[src/rtl/cv32e40p_pkg.sv]
// ---------------------------------------------------------------------------
// cv32e40p_pkg
// Shared types and constants for the instruction packer.
//   packer_state_e : packer FSM states
//   PK_CNOP        : encoding of c.nop, used as padding for a flushed residue
//   is_compressed  : 16-bit (RVC) instruction test on the low two bits
// ---------------------------------------------------------------------------
package cv32e40p_pkg;

  typedef enum logic [1:0] {
    PK_IDLE,    // no stream open, instructions not accepted
    PK_EMPTY,   // next halfword lands in bits [15:0] of a fresh word
    PK_HOLD16,  // residue holds bits [15:0] of the word being built
    PK_SKIP16   // stream started at addr[1]=1, low halfword left unwritten
  } packer_state_e;

  localparam logic [15:0] PK_CNOP = 16'h0001;

  function automatic logic is_compressed(input logic [31:0] instr);
    return instr[1:0] != 2'b11;
  endfunction

endpackage

[src/rtl/cv32e40p_instr_packer.sv]
// ---------------------------------------------------------------------------
// cv32e40p_instr_packer
// Packs a stream of 16-bit (RVC) and 32-bit instructions into word-aligned
// 32-bit writes with byte enables.
//
// Ports
//   clk, rst_n          clock, asynchronous active-low reset
//   clear_i             synchronous discard of all state
//   start_i/start_addr_i open a stream at a halfword-aligned address
//   instr_valid_i/instr_ready_o/instr_i   instruction input handshake
//   flush_i/flush_ack_o emit any held residue halfword
//   word_valid_o/word_ready_i/word_o/word_addr_o/word_be_o  output word port
//
// Configuration macro
//   CV32E40P_PACKER_CNOP_PAD_EN : when defined a flushed residue is padded
//   with c.nop and written as a full word; otherwise only the low halfword
//   is written (be 4'h3).
// ---------------------------------------------------------------------------
module cv32e40p_instr_packer
  import cv32e40p_pkg::*;
#(
  parameter int ADDR_WIDTH = 32
) (
  input  logic                  clk,
  input  logic                  rst_n,
  input  logic                  clear_i,
  input  logic                  start_i,
  input  logic [ADDR_WIDTH-1:0] start_addr_i,
  input  logic                  instr_valid_i,
  output logic                  instr_ready_o,
  input  logic [31:0]           instr_i,
  input  logic                  flush_i,
  output logic                  flush_ack_o,
  output logic                  word_valid_o,
  input  logic                  word_ready_i,
  output logic [31:0]           word_o,
  output logic [ADDR_WIDTH-1:0] word_addr_o,
  output logic [3:0]            word_be_o
);

`ifdef CV32E40P_PACKER_CNOP_PAD_EN
  localparam logic [15:0] FLUSH_PAD = PK_CNOP;
  localparam logic [3:0]  FLUSH_BE  = 4'hF;
`else
  localparam logic [15:0] FLUSH_PAD = 16'h0000;
  localparam logic [3:0]  FLUSH_BE  = 4'h3;
`endif

  packer_state_e         state;
  packer_state_e         state_next;
  logic [15:0]           residue;
  logic [15:0]           residue_next;
  logic [ADDR_WIDTH-1:0] next_addr;

  logic                  out_free;
  logic                  instr_fire;
  logic                  emit;
  logic [31:0]           emit_data;
  logic [3:0]            emit_be;

  // Start address bit 0 is meaningless for halfword-aligned streams.
  logic                  unused_addr_bit;
  assign unused_addr_bit = start_addr_i[0];

  // The output register can take a new word when empty or draining now.
  assign out_free      = !word_valid_o || word_ready_i;
  assign instr_ready_o = out_free && !clear_i && !start_i && !flush_i && (state != PK_IDLE);
  assign flush_ack_o   = flush_i && out_free && !clear_i && !start_i;
  assign instr_fire    = instr_valid_i && instr_ready_o;

  always_comb begin
    state_next   = state;
    residue_next = residue;
    emit         = 1'b0;
    emit_data    = 32'h0;
    emit_be      = 4'h0;
    if (start_i) begin
      state_next   = start_addr_i[1] ? PK_SKIP16 : PK_EMPTY;
      residue_next = 16'h0;
    end else if (flush_ack_o) begin
      // Only HOLD16 has something to write; other states just ack.
      if (state == PK_HOLD16) begin
        emit         = 1'b1;
        emit_data    = {FLUSH_PAD, residue};
        emit_be      = FLUSH_BE;
        state_next   = PK_EMPTY;
        residue_next = 16'h0;
      end
    end else if (instr_fire) begin
      case (state)
        PK_EMPTY: begin
          if (is_compressed(instr_i)) begin
            residue_next = instr_i[15:0];
            state_next   = PK_HOLD16;
          end else begin
            emit      = 1'b1;
            emit_data = instr_i;
            emit_be   = 4'hF;
          end
        end
        PK_HOLD16: begin
          emit      = 1'b1;
          emit_data = {instr_i[15:0], residue};
          emit_be   = 4'hF;
          if (is_compressed(instr_i)) begin
            state_next = PK_EMPTY;
          end else begin
            // Upper half of a 32-bit instruction straddles into the next word.
            residue_next = instr_i[31:16];
          end
        end
        PK_SKIP16: begin
          emit      = 1'b1;
          emit_data = {instr_i[15:0], 16'h0};
          emit_be   = 4'hC;
          if (is_compressed(instr_i)) begin
            state_next = PK_EMPTY;
          end else begin
            residue_next = instr_i[31:16];
            state_next   = PK_HOLD16;
          end
        end
        default: begin
          state_next = state;
        end
      endcase
    end
  end

  always_ff @(posedge clk or negedge rst_n) begin
    if (!rst_n) begin
      state        <= PK_IDLE;
      residue      <= 16'h0;
      next_addr    <= '0;
      word_valid_o <= 1'b0;
      word_o       <= 32'h0;
      word_addr_o  <= '0;
      word_be_o    <= 4'h0;
    end else if (clear_i) begin
      // Drops any pending word without completing its handshake.
      state        <= PK_IDLE;
      residue      <= 16'h0;
      next_addr    <= '0;
      word_valid_o <= 1'b0;
      word_o       <= 32'h0;
      word_addr_o  <= '0;
      word_be_o    <= 4'h0;
    end else begin
      state   <= state_next;
      residue <= residue_next;
      if (start_i) begin
        next_addr <= {start_addr_i[ADDR_WIDTH-1:2], 2'b00};
      end else if (emit) begin
        next_addr <= next_addr + ADDR_WIDTH'(4);
      end
      if (emit) begin
        word_valid_o <= 1'b1;
        word_o       <= emit_data;
        word_addr_o  <= next_addr;
        word_be_o    <= emit_be;
      end else if (word_ready_i) begin
        word_valid_o <= 1'b0;
      end
    end
  end

endmodule
[config.mk]
export PLATFORM = sky130hd
export DESIGN_NAME = cv32e40p_instr_packer
export DESIGN_NICKNAME = d
export VERILOG_FILES = /design/src/rtl/cv32e40p_pkg.sv /design/src/rtl/cv32e40p_instr_packer.sv
export SDC_FILE = /design/constraint.sdc
export NUM_CORES = 1
export LEC_CHECK = 0
export ABC_AREA = 1
export BUFFER_PORTS_ARGS = -buffer_cell sky130_fd_sc_hd__buf_2
export CELL_PAD_IN_SITES_DETAIL_PLACEMENT = 2
export CELL_PAD_IN_SITES_GLOBAL_PLACEMENT = 2
export CORE_ASPECT_RATIO = 0.6
export CORE_UTILIZATION = 30
export DETAILED_ROUTE_END_ITERATION = 8
export GPL_ROUTABILITY_DRIVEN = 1
export PLACE_DENSITY_LB_ADDON = 0.1
export SLEW_MARGIN = 5
export SYNTH_ARGS = -nofsm -noshare
export SYNTH_HDL_FRONTEND = slang
export SYNTH_SLANG_ARGS = --single-unit
[constraint.sdc]
create_clock -name clk -period 2.2 [get_ports clk]
set_clock_uncertainty 0.15 [all_clocks]
set_input_delay 0.44 -clock clk [delete_from_list [all_inputs] [get_ports clk]]
set_output_delay 0.44 -clock clk [all_outputs]
set_load 0.005 [all_outputs]
==> metrics.yaml <==
status: "completed"
dieArea_um2: 21100
cts.clk_slew.worst_paths_ns: 0.06
cp_data_arrival_time_ns: 1.51
netlist_area_um2: 6150
power_density_nw_per_um2: 742
wl_per_cell_um: 18.5
die_h_um: 113
cts.sinks: 114
wl_um: 24100
rsz0062_at_grt: "false"
p_leak_nw: 4.13
p_switching_mw: 1.68
dr.first_iter.drc_count: 311
antenna_left: 0
slew_viol_final: 0
p_seq_share_pct: 38.4
max-vdd-ir-drop_mv: 0.554
initial_utilization_pct: 30.7
rows: 40
num-fill-cells: 2398
cp_max_fo: 9
hold_viol_final: 0
cts_buffer_depth: 2
avgSynthCellArea_um2: 7.21
top_layer: "met4"
vias: 6494
synth_cell_types: 35
slowest_delay_ns: 0.38
root_buffer: "clkbuf_16"
hold_depth: 5
synth-seq-cells: 114
dp_slack_ns: -0.00508
reg2regPathDepth: 12
final_area_um2: 8030
yosysWarnings: 0
dr_wl_met2_um: 9750
port_buffers: 140
die_w_um: 187
grt.total_usage_pct: 23.8
placed_cells: 1267
fin_nets: 1087
hpwl_um: 18300
cp_cell_sequence: "nand2_2 -> nand3_4 -> nor2_4 -> buf_4 -> buf_2"
setup_violations: 0
cts_made_buffers: 17
hold_path_class: "in -> reg"
tightest_slew_ns: 0.597
ys.flop_type: "dfrtp_1"
routed-wl-met3_um: 1320
internal_power_mw: 4.28
synth.yosys.seq_area_share_pct: 46.4
drc: 0
syn-num-nets: 925
m1WireLength_um: 12700
place.gp.congestion: 0.816
post-route-period-util_pct: 95.6
max_freq_mhz: 475
placed_area_um2: 7390
end_kind: "output pin"
insertion_delay_ns: 0.42
antenna_found_initial: 0
critPathRequiredTime_ns: 1.61
ctsHtreeMaxLevel: 4
first_pass_iters: 4
routed_via_density: 4.99
core-area_um2: 20000
setup_slack_ns: 0.0957
combPwrFrac_pct: 13.4
diodes: 0
io-pin-count: 142
area_growth_pct: 30.7
cts_tree: "done"
overflow: 0
grt_first_pass_wirelength_um: 38700
grt_max_degree: 35
layout_min_cycle_time_ns: 2.10
first_global_vias: 6907
drive_above_1_share_pct: 22.8
switching_share_pct: 28.2
synthCells: 853
drv_cap: 0
cp-start-kind: "flip-flop"
post_layout_nonfiller_instances: 1301
relSlewSlack_pct: 60.2
synthArstFlopShare_pct: 100
crit_slowest_cell: "dfrtp_1"
path_class: "reg -> out"
synth_edf_count: 0
clockPowerShare_pct: 48.1
layout make-up:
class	instances	area, µm²	area share, %
multi-input cells	638	2880	35.9
repair buffers	181	1110	13.9
clock inverters	12	156	1.95
clock buffers	20	447	5.56
flip-flops and latches	114	2850	35.5
inverters	63	239	2.97
well taps	273	342	4.25
power groups by stage:
stage / clock (mW) / sequential [mW] / combinational, mW
floorplan: 0 / 2.29 / 0.415
global placement: 0 / 2.32 / 0.769
detailed placement: 0 / 2.32 / 0.793
CTS: 2.93 / 2.29 / 0.804
global route: 3.01 / 2.30 / 0.894
finish: 2.87 / 2.29 / 0.800
final timing paths:
| kind | from | end | slack, ns |
|---|---|---|---|
| min in group asynchronous | rst_n | word_addr_o[7] | 0.36 |
| min reg2reg | word_addr_o[29] | word_addr_o[29] | 0.32 |
| max in group asynchronous | rst_n | state[1] | 0.97 |
| min | start_addr_i[14] | next_addr[14] | 0.16 |
| max | word_valid_o | flush_ack_o | 0.1 |
| max reg2reg | next_addr[3] | next_addr[24] | 0.13 |
state kept, by name, summed over array words and instances (netlist names):
signal,flops
word_valid_o,1
next_addr,30
word_o,32
word_be_o,2
state,2
word_addr_o,31
residue,16
cells by family after synthesis:
logic type / Yosys count / synth area share [%]
AND/OR/NAND/NOR: 498 / 33.0
AO/OA/AOI/OAI: 133 / 12.4
flip-flops: 114 / 46.4
buffers and inverters: 101 / 7.04
XOR/XNOR: 5 / 0.712
multiplexers: 1 / 0.163
adder cells (fa/ha/maj): 1 / 0.203
cells in the final DEF (no fill, tap or decap), types with 3 or more instances in the layout:
cell | synthesis | final
clkbuf_16 | 0 | 17
buf_12 | 0 | 8
nand3_1 | 55 | 55
inv_1 | 58 | 58
clkinvlp_4 | 0 | 4
buf_4 | 6 | 33
a22oi_1 | 22 | 22
a211oi_1 | 8 | 8
nor2_2 | 1 | 3
dfrtp_1 | 114 | 113
nand3b_1 | 3 | 3
xor2_1 | 5 | 5
o21ai_1 | 9 | 9
a21oi_1 | 11 | 11
nand2_1 | 321 | 319
o211ai_1 | 5 | 5
o21ai_0 | 69 | 69
nor3_1 | 9 | 9
nor2_1 | 94 | 91
nand2_2 | 5 | 7
o22ai_1 | 7 | 7
inv_2 | 4 | 4
buf_2 | 11 | 139
bufinv_16 | 0 | 3
nor2_4 | 2 | 3
timing repair:
action                                 4_1_cts  5_1_grt
setup endpoints to repair                    2        9
resized for setup                            2        6
endpoints found under the hold margin       24        0
hold buffers                                 1        0
buffers inserted                             0        1
cell usage after synthesis, types with 2 or more instances:
master    count  share of area, %
o21ai_0      69               5.6
buf_6         2              0.37
o22ai_1       7              0.71
nor2_4        2              0.37
nor2_1       94               5.7
nand2_2       5              0.51
nor3_1        9              0.73
a211oi_1      8              0.98
nand2_1     321                20
o211ai_1      5              0.61
inv_2         4              0.24
o21ai_1       9              0.73
a31oi_1       2              0.20
nand3b_1      3              0.37
nand4_1       2              0.20
buf_2        11              0.90
nand3_1      55               4.5
xor2_1        5              0.71
a21oi_1      11              0.90
buf_4         6              0.73
inv_1        58               3.5
a22oi_1      22               2.7
clkbuf_1     18               1.1
dfrtp_1     114                46
worst max-delay path, delay by kind of cell (launching register included):
kind	cells	cell delay [ns]
flip-flops	1	0.38
buffers and inverters	2	0.37
AND/OR/NAND/NOR	3	0.34
layer usage:
layer | track usage (%) | up-vias
li1 | - | 3072
met1 | 36.1 | 3253
met2 | 33.6 | 144
met3 | 5.24 | 25
met4 | 7.05 | 0
met5 | 0 | -
stage by stage:
stage / TNS [ns] / utilization [%] / total power [mW] / hold slack (ns)
detailed placement: -0.00508 / 36.9 / 3.12 / 0.258
global route: 0 / 40.1 / 6.20 / 0.182
global placement: -0.00467 / 36.9 / 3.09 / 0.255
CTS: 0 / 40.0 / 6.02 / 0.154
finish: 0 / 40.1 / 5.96 / 0.165
floorplan: 0 / - / 2.71 / -0.00559
Note: power is estimated with default switching activity, not from simulation.
